$ cat config.mk
export PLATFORM = sky130hd
export DESIGN_NAME = adc_ad4003_deser_mc
export DESIGN_NICKNAME = d
export VERILOG_FILES = /design/src/rtl/adc_ad4003_pkg.sv /design/src/rtl/adc_ad4003_ch_sr.sv /design/src/rtl/adc_ad4003_deser_mc.sv
export SDC_FILE = /design/constraint.sdc
export NUM_CORES = 1
export LEC_CHECK = 0
export BUFFER_PORTS_ARGS = -buffer_cell sky130_fd_sc_hd__buf_2
export CAP_MARGIN = 20
export CORE_ASPECT_RATIO = 0.5
export CORE_UTILIZATION = 45
export CTS_BUF_LIST = sky130_fd_sc_hd__clkbuf_4 sky130_fd_sc_hd__clkbuf_8 sky130_fd_sc_hd__clkbuf_16
export CTS_CLUSTER_SIZE = 25
export DETAILED_ROUTE_END_ITERATION = 10
export GPL_TIMING_DRIVEN = 0
export HOLD_SLACK_MARGIN = 0.12
export PLACE_DENSITY = 0.75
export RECOVER_POWER = 100
export SLEW_MARGIN = 0
export SYNTH_ARGS = -nofsm -noshare
export SYNTH_HDL_FRONTEND = slang
export SYNTH_SLANG_ARGS = --single-unit
export TNS_END_PERCENT = 1
$ cat constraint.sdc
create_clock -name adc_read_clk -period 2.5 [get_ports adc_read_clk]
set_clock_uncertainty 0.2 [all_clocks]
set_input_delay 0.5 -clock adc_read_clk [delete_from_list [all_inputs] [get_ports adc_read_clk]]
set_output_delay 0.5 -clock adc_read_clk [all_outputs]
set_load 0.03 [all_outputs]
$ cat src/rtl/adc_ad4003_pkg.sv
// Shared types and constants for the AD4003 multi-lane deserializer.
package adc_ad4003_pkg;

  typedef enum logic [1:0] {
    StIdle,
    StShift,
    StHold
  } state_e;

  localparam int unsigned AdcDefaultWidth = 18;
  localparam int unsigned FrameCntWidth   = 16;
  localparam int unsigned AdcMinWidth     = 2;

endpackage

$ cat src/rtl/adc_ad4003_ch_sr.sv
// Per-lane MSB-first shift register; word_d_o is the word including the bit on sdo_i.
module adc_ad4003_ch_sr #(
  parameter int unsigned Width = 18
) (
  input  logic             clk_i,
  input  logic             rst_i,
  input  logic             shift_i,
  input  logic             sdo_i,
  output logic [Width-1:0] word_d_o
);

  // Stage Width-1 is the parent's capture register, so only Width-1 stages live here.
  logic [Width-2:0] sr_q;

  assign word_d_o = {sr_q, sdo_i};

  always_ff @(posedge clk_i) begin
    if (rst_i) begin
      sr_q <= '0;
    end else if (shift_i) begin
      sr_q <= word_d_o[Width-2:0];
    end
  end

endmodule

$ cat src/rtl/adc_ad4003_deser_mc.sv
// AD4003 N-lane frame deserializer with short/long frame detection.
// Define ADC_AD4003_FRAME_CNT_EN to build the good-frame counter on frame_cnt.
module adc_ad4003_deser_mc
  import adc_ad4003_pkg::*;
#(
  parameter int unsigned ADC_DATA_WIDTH = AdcDefaultWidth,
  parameter int unsigned N_CH           = 8
) (
  input  logic                             adc_read_clk,
  input  logic                             rst,
  input  logic                             reader_en_sync,
  input  logic [N_CH-1:0]                  adc_sdo,
  output logic [N_CH*ADC_DATA_WIDTH-1:0]   adc_data,
  output logic                             adc_data_valid,
  output logic                             frame_err,
  output logic [FrameCntWidth-1:0]         frame_cnt
);

  localparam int unsigned W    = ADC_DATA_WIDTH;
  localparam int unsigned CntW = $clog2(W + 1);
  localparam logic [CntW-1:0] LastIdx = CntW'(W - 1);

  state_e                state_q;
  logic                  arm_q;
  logic                  hold_err_q;
  logic [CntW-1:0]       cnt_q;
  logic [N_CH*W-1:0]     data_q;
  logic                  valid_q;
  logic                  err_q;

  logic                  shift_en;
  logic                  capture;
  logic [N_CH*W-1:0]     word_all;

  assign shift_en = reader_en_sync &&
                    (((state_q == StIdle) && arm_q) || (state_q == StShift));
  assign capture  = reader_en_sync && (state_q == StShift) && (cnt_q == LastIdx);

  for (genvar g = 0; g < N_CH; g++) begin : gen_lane
    adc_ad4003_ch_sr #(
      .Width(W)
    ) u_sr (
      .clk_i   (adc_read_clk),
      .rst_i   (rst),
      .shift_i (shift_en),
      .sdo_i   (adc_sdo[g]),
      .word_d_o(word_all[g*W +: W])
    );
  end

  always_ff @(posedge adc_read_clk) begin
    if (rst) begin
      state_q    <= StIdle;
      arm_q      <= 1'b0;
      hold_err_q <= 1'b0;
      cnt_q      <= '0;
      data_q     <= '0;
      valid_q    <= 1'b0;
      err_q      <= 1'b0;
    end else begin
      valid_q <= 1'b0;
      err_q   <= 1'b0;
      if (!reader_en_sync) begin
        arm_q <= 1'b1;
      end
      unique case (state_q)
        StIdle: begin
          if (arm_q && reader_en_sync) begin
            arm_q   <= 1'b0;
            cnt_q   <= CntW'(1);
            state_q <= StShift;
          end
        end
        StShift: begin
          if (reader_en_sync) begin
            cnt_q <= cnt_q + 1'b1;
            if (capture) begin
              data_q     <= word_all;
              valid_q    <= 1'b1;
              hold_err_q <= 1'b0;
              state_q    <= StHold;
            end
          end else begin
            err_q   <= 1'b1;
            state_q <= StIdle;
          end
        end
        StHold: begin
          if (reader_en_sync) begin
            if (!hold_err_q) begin
              err_q      <= 1'b1;
              hold_err_q <= 1'b1;
            end
          end else begin
            state_q <= StIdle;
          end
        end
        default: state_q <= StIdle;
      endcase
    end
  end

  assign adc_data       = data_q;
  assign adc_data_valid = valid_q;
  assign frame_err      = err_q;

`ifdef ADC_AD4003_FRAME_CNT_EN
  logic [FrameCntWidth-1:0] frame_cnt_q;

  always_ff @(posedge adc_read_clk) begin
    if (rst) begin
      frame_cnt_q <= '0;
    end else if (capture) begin
      frame_cnt_q <= frame_cnt_q + 1'b1;
    end
  end

  assign frame_cnt = frame_cnt_q;
`else
  assign frame_cnt = '0;
`endif

endmodule

==> flow_metrics.py, run 1 <==
metrics = {
    "status": {
        "outcome": "completed",
    },
    "logic_synthesis": {
        "synth_commonest_cells": "dfxtp_1, a21oi_1, nand3_1",
        "async_flop_share_pct": 0,
        "synth.yosys.seq_area_share_pct": 51.2,
        "synth-edff-count": 0,
        "ys.warnings.count": 0,
        "yosysMostFrequentCell": "dfxtp_1",
        "syn_avg_cell_area_sq_um": 8.36,
        "synth.area.top_cells": "dfxtp_1, a21oi_1, nand3_1",
        "ys_seq_elements": 291,
        "synth_area_sq_um": 11400,
        "ys.flop_type": "dfxtp_1",
        "synth_cell_types": 37,
        "netlist_instances": 1362,
        "synth_top_area_share_pct": 51.2,
        "yosysTopAreaCell": "dfxtp_1",
    },
    "die": {
        "die_x_um": 227,
        "die_h_um": 114,
        "io_pins": 173,
        "fp-row-count": 40,
        "core_sq_um": 24400,
        "start_util_pct": 46.6,
        "die-area_sq_um": 26000,
    },
    "timing": {
        "finalCritPeriodShare_pct": 90.8,
        "timing.slew.headroom_pct": 59.2,
        "hold_slack_ns": 0.264,
        "max_clock_freq_mhz": 440,
        "rsz0062_at_grt": "false",
        "setup_ws_ns": 0.229,
        "fin_setup_tns_ns": 0,
        "tightest_slew_ns": 0.612,
        "drv_slew": 0,
        "hold_violations": 0,
        "setup_viol": 0,
        "timing.final.crit_period_ns": 2.27,
    },
    "run": {
        "maxCapViolations": 0,
    },
    "hold_path": {
        "holdCritPathClass": "flip-flop to flip-flop",
        "holdPathStages": 2,
        "min_to": "adc_data[143]",
        "min_from": "gen_lane[7].u_sr.sr_q[16]",
    },
    "power": {
        "power.share.clock_pct": 42.7,
        "p_int_mw": 7.74,
        "power_switching_mw": 2.84,
        "ir_drop_mv": 0.438,
        "pwr-share-comb_pct": 13.0,
        "power_density_nw_per_um2": 784,
        "power.share.sequential_pct": 44.3,
        "swShare_pct": 26.8,
        "leakagePower_nw": 4.34,
    },
    "setup_path": {
        "cp-start-kind": "flip-flop",
        "reg2reg_depth": 8,
        "required_ns": 2.75,
        "cp.depth": 8,
        "max_stage_delay_ns": 0.40,
        "r2r_setup_slack_ns": 0.23,
        "crit_family": "buffers and inverters",
        "endpoint_kind": "flip-flop",
        "path_class": "flip-flop to flip-flop",
        "worstReg2RegStart": "state_q[0]",
        "slowest_stage": "a21oi_4",
        "rr_endpoint": "gen_lane[4].u_sr.sr_q[1]",
        "path_cells": "inv_1, ha_1, buf_4, a21oi_4, buf_4, clkbuf_2, o21ai_0, a21oi_1",
        "path_common_cell": "buf_4",
        "arrival_ns": 2.52,
        "path_buf_inv": 4,
        "critPathMaxFanout": 10,
    },
    "grt": {
        "grt_max_degree": 17,
        "antenna_found_initial": 0,
        "track_usage_pct": 23.5,
        "grt_pass1_wl_um": 49600,
        "grt_pass1_vias": 9596,
        "overflow": 0,
    },
    "final_layout": {
        "syn_to_final_growth_pct": 18.4,
        "drive_above_1_share_pct": 9.26,
        "nets": 1585,
        "diodes": 0,
    },
    "route": {
        "drtIter0Drc": 1391,
        "ant_nets": 0,
        "first_pass_iters": 9,
        "num_vias": 10800,
        "wl_um": 31700,
        "viasPerCell": 5.61,
        "drc": 0,
        "wl_per_cell_um": 16.5,
    },
    "clocking": {
        "clockBufferDepth": 3,
        "cts_tree": "built",
        "cts_sinks": 291,
        "numCtsBuffers": 26,
        "post_cts_resize_count": 0,
        "clk_pin_slew_ns": 0.07,
        "worstSkewPairLatency_ns": 0.53,
        "h-tree-depth": 1,
        "cts_root_buffer": "clkbuf_16",
    },
    "placed_design": {
        "pre_cts_slack_ns": 0.0997,
        "dp_hpwl_um": 21700,
        "gp_congestion": 0.867,
        "port_buffers": 155,
    },
}
-- per-layer routing --
metal | GRT usage [%] | vias to the layer above | part of all wire (%)
met5 | 0 | - | 0
met1 | 33.3 | 5135 | 47
li1 | - | 5264 | -
met4 | 4.70 | 0 | 1.7
met2 | 37.0 | 350 | 44
met3 | 4.57 | 43 | 7.1
-- how the worst max path moves through the flow --
stage,start,end
detailed placement,rst,adc_data[52]
floorplan,state_q[0],gen_lane[4].u_sr.sr_q[2]
global placement,rst,gen_lane[0].u_sr.sr_q[0]
finish,state_q[0],gen_lane[4].u_sr.sr_q[1]
CTS,state_q[0],gen_lane[4].u_sr.sr_q[1]
global route,state_q[1],adc_data[9]
-- repair_timing --
item / 4_1_cts / 5_1_grt
setup buffers: 0 / 0
hold buffers: 8 / 0
hold endpoints to repair: 16 / 0
-- placed cells by master, fill, tap and decap left out, drive strengths merged, types with 8 or more instances in the layout --
cell,count
dfxtp,291
a21oi,289
buf,94
dlygate4sd3,8
o21ai,284
conb,16
nand3,280
clkbuf,268
clkinv,8
-- per-stage QoR --
step	area, sq um	utilization, %	instances	total power [mW]
floorplan	11400	-	1377	5.75
global route	13500	55.2	1924	10.9
global placement	12600	51.8	1868	6.13
finish	13500	55.2	1924	10.6
detailed placement	12600	51.8	1868	6.13
CTS	13700	56.1	1924	10.6
-- tightest hold or removal path, stage by stage (launching register included) --
cell	delay, ns
dfxtp_1	0.31
nand3_1	0.06
a21oi_1	0.05
-- state kept, by name (all words and copies together) (netlist names) --
register and cells:
adc_data 144, gen_lane.u_sr.sr_q 136, cnt_q 5, state_q 2, adc_data_valid 1, arm_q 1, frame_err 1, hold_err_q 1
-- cells by family after synthesis --
logic type	Yosys count	synth area share, %
mux	2	0.176
flops	291	51.2
simple gates	300	13.6
other cells	1	0.0329
compound gates	582	26.0
fa+ha+maj	6	0.659
buf+inv	180	8.39
-- power groups by stage --
stage	Clock [mW]	Sequential, mW	Combinational [mW]
global route	4.74	4.69	1.49
CTS	4.55	4.68	1.36
global placement	0	4.79	1.34
floorplan	0	4.78	0.969
detailed placement	0	4.79	1.34
finish	4.51	4.69	1.38
-- final cells by class --
type	count	area (sq um)
plain buffers	174	923
clock buffers	33	746
clock inverters	15	231
fillers	2361	10900
inverters	6	22.5
multi-input cells	906	4650
flip-flops and latches	291	5830
well taps	336	420
repair buffers	163	673
Note: power is estimated with default switching activity, not from simulation.
==> inputs of run 2 (changes only) <==
--- a/config.mk
+++ b/config.mk
@@ -16,8 +16,9 @@
 export HOLD_SLACK_MARGIN = 0.12
 export PLACE_DENSITY = 0.75
 export RECOVER_POWER = 100
-export SLEW_MARGIN = 0
+export SLEW_MARGIN = 20
 export SYNTH_ARGS = -nofsm -noshare
 export SYNTH_HDL_FRONTEND = slang
+export SYNTH_HIERARCHICAL = 1
 export SYNTH_SLANG_ARGS = --single-unit
 export TNS_END_PERCENT = 1
==> run 2 against run 1 <==
  * Worst hold slack lost 0.11 ns
  * Highest routed layer unchanged
  * Largest power group unchanged
  * Critical endpoint is now gen_lane[4].u_sr/sr_q[12]
  * Global-route usage shrank 3.1 points
  * Sequential power is essentially flat
  * Critical path type unchanged
  * Clock-buffer cell count grew 3
  * Non-clock buffer count shrank 34
==> flow_metrics.py, run 2 <==
metrics = {
    "status": {
        "outcome": "completed",
    },
    "grt": {
        "grt_pass1_vias": 8741,
        "grt_max_degree": 15,
        "track_usage_pct": 20.3,
        "grt_pass1_wl_um": 42700,
        "antenna_found_initial": 1,
        "overflow": 0,
    },
    "setup_path": {
        "crit_family": "buffers and inverters",
        "endpoint_kind": "flip-flop",
        "path_cells": "inv_1, ha_1, buf_2, a21oi_1, nor2_4, buf_6, buf_12, mux2i_1, nor2_1",
        "slowest_stage": "nor2_4",
        "cp-start-kind": "flip-flop",
        "worstReg2RegStart": "state_q[0]",
        "arrival_ns": 2.52,
        "path_buf_inv": 4,
        "max_stage_delay_ns": 0.38,
        "r2r_setup_slack_ns": 0.19,
        "reg2reg_depth": 9,
        "critPathMaxFanout": 10,
        "path_class": "flip-flop to flip-flop",
        "required_ns": 2.72,
        "rr_endpoint": "gen_lane[4].u_sr/sr_q[12]",
    },
    "clocking": {
        "cts_sinks": 291,
        "cts_tree": "built",
        "worstSkewPairLatency_ns": 0.53,
        "h-tree-depth": 1,
        "numCtsBuffers": 27,
        "clockBufferDepth": 3,
        "cts_root_buffer": "clkbuf_16",
        "clk_pin_slew_ns": 0.07,
    },
    "logic_synthesis": {
        "yosysMostFrequentCell": "dfxtp_1",
        "ys.flop_type": "dfxtp_1",
        "ys_seq_elements": 291,
        "synth_commonest_cells": "dfxtp_1, a21oi_1, o21ai_0",
        "synth-edff-count": 0,
        "yosysTopAreaCell": "dfxtp_1",
        "synth.yosys.seq_area_share_pct": 52.1,
        "async_flop_share_pct": 0,
        "netlist_instances": 1191,
        "ys.warnings.count": 6,
        "synth_top_area_share_pct": 52.1,
        "syn_avg_cell_area_sq_um": 9.39,
        "synth_area_sq_um": 11200,
        "synth.area.top_cells": "dfxtp_1, mux2i_1, a21oi_1",
        "synth_cell_types": 33,
    },
    "timing": {
        "drv_slew": 0,
        "hold_violations": 0,
        "rsz0062_at_grt": "false",
        "timing.final.crit_period_ns": 2.31,
        "fin_setup_tns_ns": 0,
        "max_clock_freq_mhz": 433,
        "hold_slack_ns": 0.155,
        "tightest_slew_ns": 0.984,
        "setup_viol": 0,
        "finalCritPeriodShare_pct": 92.3,
        "timing.slew.headroom_pct": 34.4,
    },
    "die": {
        "die_h_um": 113,
        "start_util_pct": 46.3,
        "fp-row-count": 40,
        "io_pins": 173,
        "die_x_um": 225,
        "core_sq_um": 24200,
        "die-area_sq_um": 25500,
    },
    "power": {
        "power_density_nw_per_um2": 749,
        "power.total_mw": 9.87,
        "leakagePower_nw": 4.59,
        "ir_drop_mv": 0.419,
    },
    "hold_path": {
        "holdPathStages": 3,
        "min_to": "arm_q",
        "holdCritPathClass": "input port to flip-flop",
        "min_from": "reader_en_sync",
    },
    "route": {
        "num_vias": 9143,
        "drtIter0Drc": 710,
        "wl_per_cell_um": 15.4,
        "drc": 0,
        "first_pass_iters": 8,
        "wl_um": 26900,
        "viasPerCell": 5.22,
        "ant_nets": 0,
    },
    "placed_design": {
        "gp_congestion": 0.870,
        "dp_hpwl_um": 18400,
        "place_area_sq_um": 12400,
        "port_buffers": 155,
    },
    "final_layout": {
        "syn_to_final_growth_pct": 17.8,
        "final_core_util_pct": 54.5,
        "largest_reg_flops": 144,
        "layout_commonest_cell": "dfxtp_1",
        "nets": 1416,
        "layout.cells.most_common_list": "dfxtp_1, clkbuf_1, a21oi_1",
        "design_area_sq_um": 13200,
        "drive_above_1_share_pct": 9.62,
    },
    "run": {
        "maxCapViolations": 0,
    },
}
-- run 2: cell count changes in the layout (fill, tap and decap cells not counted), sizes merged, moves of 3 or more --
| cell | delta |
|---|---|
| a21oi | -136 |
| buf | -8 |
| bufinv | -4 |
| clkbuf | -24 |
| clkinv | -3 |
| mux2i | +136 |
| nand3 | -136 |
| nor2 | +137 |
| o21ai | -136 |
-- run 2: tightest hold or removal path, delay by kind of cell --
family,cells,cell delay (ns)
compound gates,1,0.08
buf+inv,2,0.26
-- run 2: layer usage --
metal  wire (um)  share of wire, %  global-route usage (%)
met5           0                 0                       0
met4         957               3.6                    7.57
met3        1290               4.8                    3.74
met2       12500                46                    34.0
met1       12200                45                    26.4
-- run 2: repair_timing --
action                                  in CTS  in global routing
hold buffers                                 9                  0
endpoints found under the setup margin       0                 69
buffers inserted                             0                  0
endpoints found under the hold margin       56                  0
gates resized for setup                      0                  1
-- run 2: area by class of cell --
cell class / count / area, sq um
flip-flops and latches: 291 / 5830
fillers: 2246 / 11000
well taps: 336 / 420
diodes: 1 / 2.50
inverters: 6 / 22.5
plain buffers: 139 / 898
clock buffers: 36 / 762
repair buffers: 164 / 683
multi-input cells: 770 / 4460
clock inverters: 8 / 96.3
-- run 2: worst max path at each step --
stage / endpoint / cells past startpoint / from / slack [ns]
global placement: gen_lane[2].u_sr/sr_q[9] / 8 / reader_en_sync / -0.38
CTS: gen_lane[4].u_sr/sr_q[12] / 9 / state_q[0] / 0.02
floorplan: gen_lane[0].u_sr/sr_q[10] / 9 / state_q[0] / 0.33
finish: gen_lane[4].u_sr/sr_q[12] / 9 / state_q[0] / 0.19
global route: adc_data[30] / 7 / state_q[1] / 0.07
detailed placement: gen_lane[4].u_sr/sr_q[12] / 8 / reader_en_sync / -0.08
-- run 2: through the flow --
step	setup WS [ns]	cells
4_1_cts	0.0166	1750
3_3_place_gp	-0.378	1697
5_1_grt	0.0722	1751
6_report	0.193	1751
3_5_place_dp	-0.0755	1697
2_1_floorplan	0.328	1206
-- run 2: cell families (layout without fill, tap and decap cells) --
logic type / Yosys count / count (layout) / synth area share [%]
AOI/OAI and AO/OA: 309 / 309 / 14.1
adders and majority gates: 6 / 6 / 0.671
buffers and inverters: 145 / 353 / 8.40
DFF: 291 / 291 / 52.1
muxes: 138 / 138 / 12.4
other: 1 / 17 / 0.0335
and+or+nand+nor: 301 / 301 / 12.3
-- run 2: report_power, final --
group	switching, mW	leakage, nW	internal (mW)	total, mW
logic	0.680	1.82	0.445	1.13
registers	0.0232	2.34	4.66	4.69
clock network	1.72	0.436	2.34	4.06
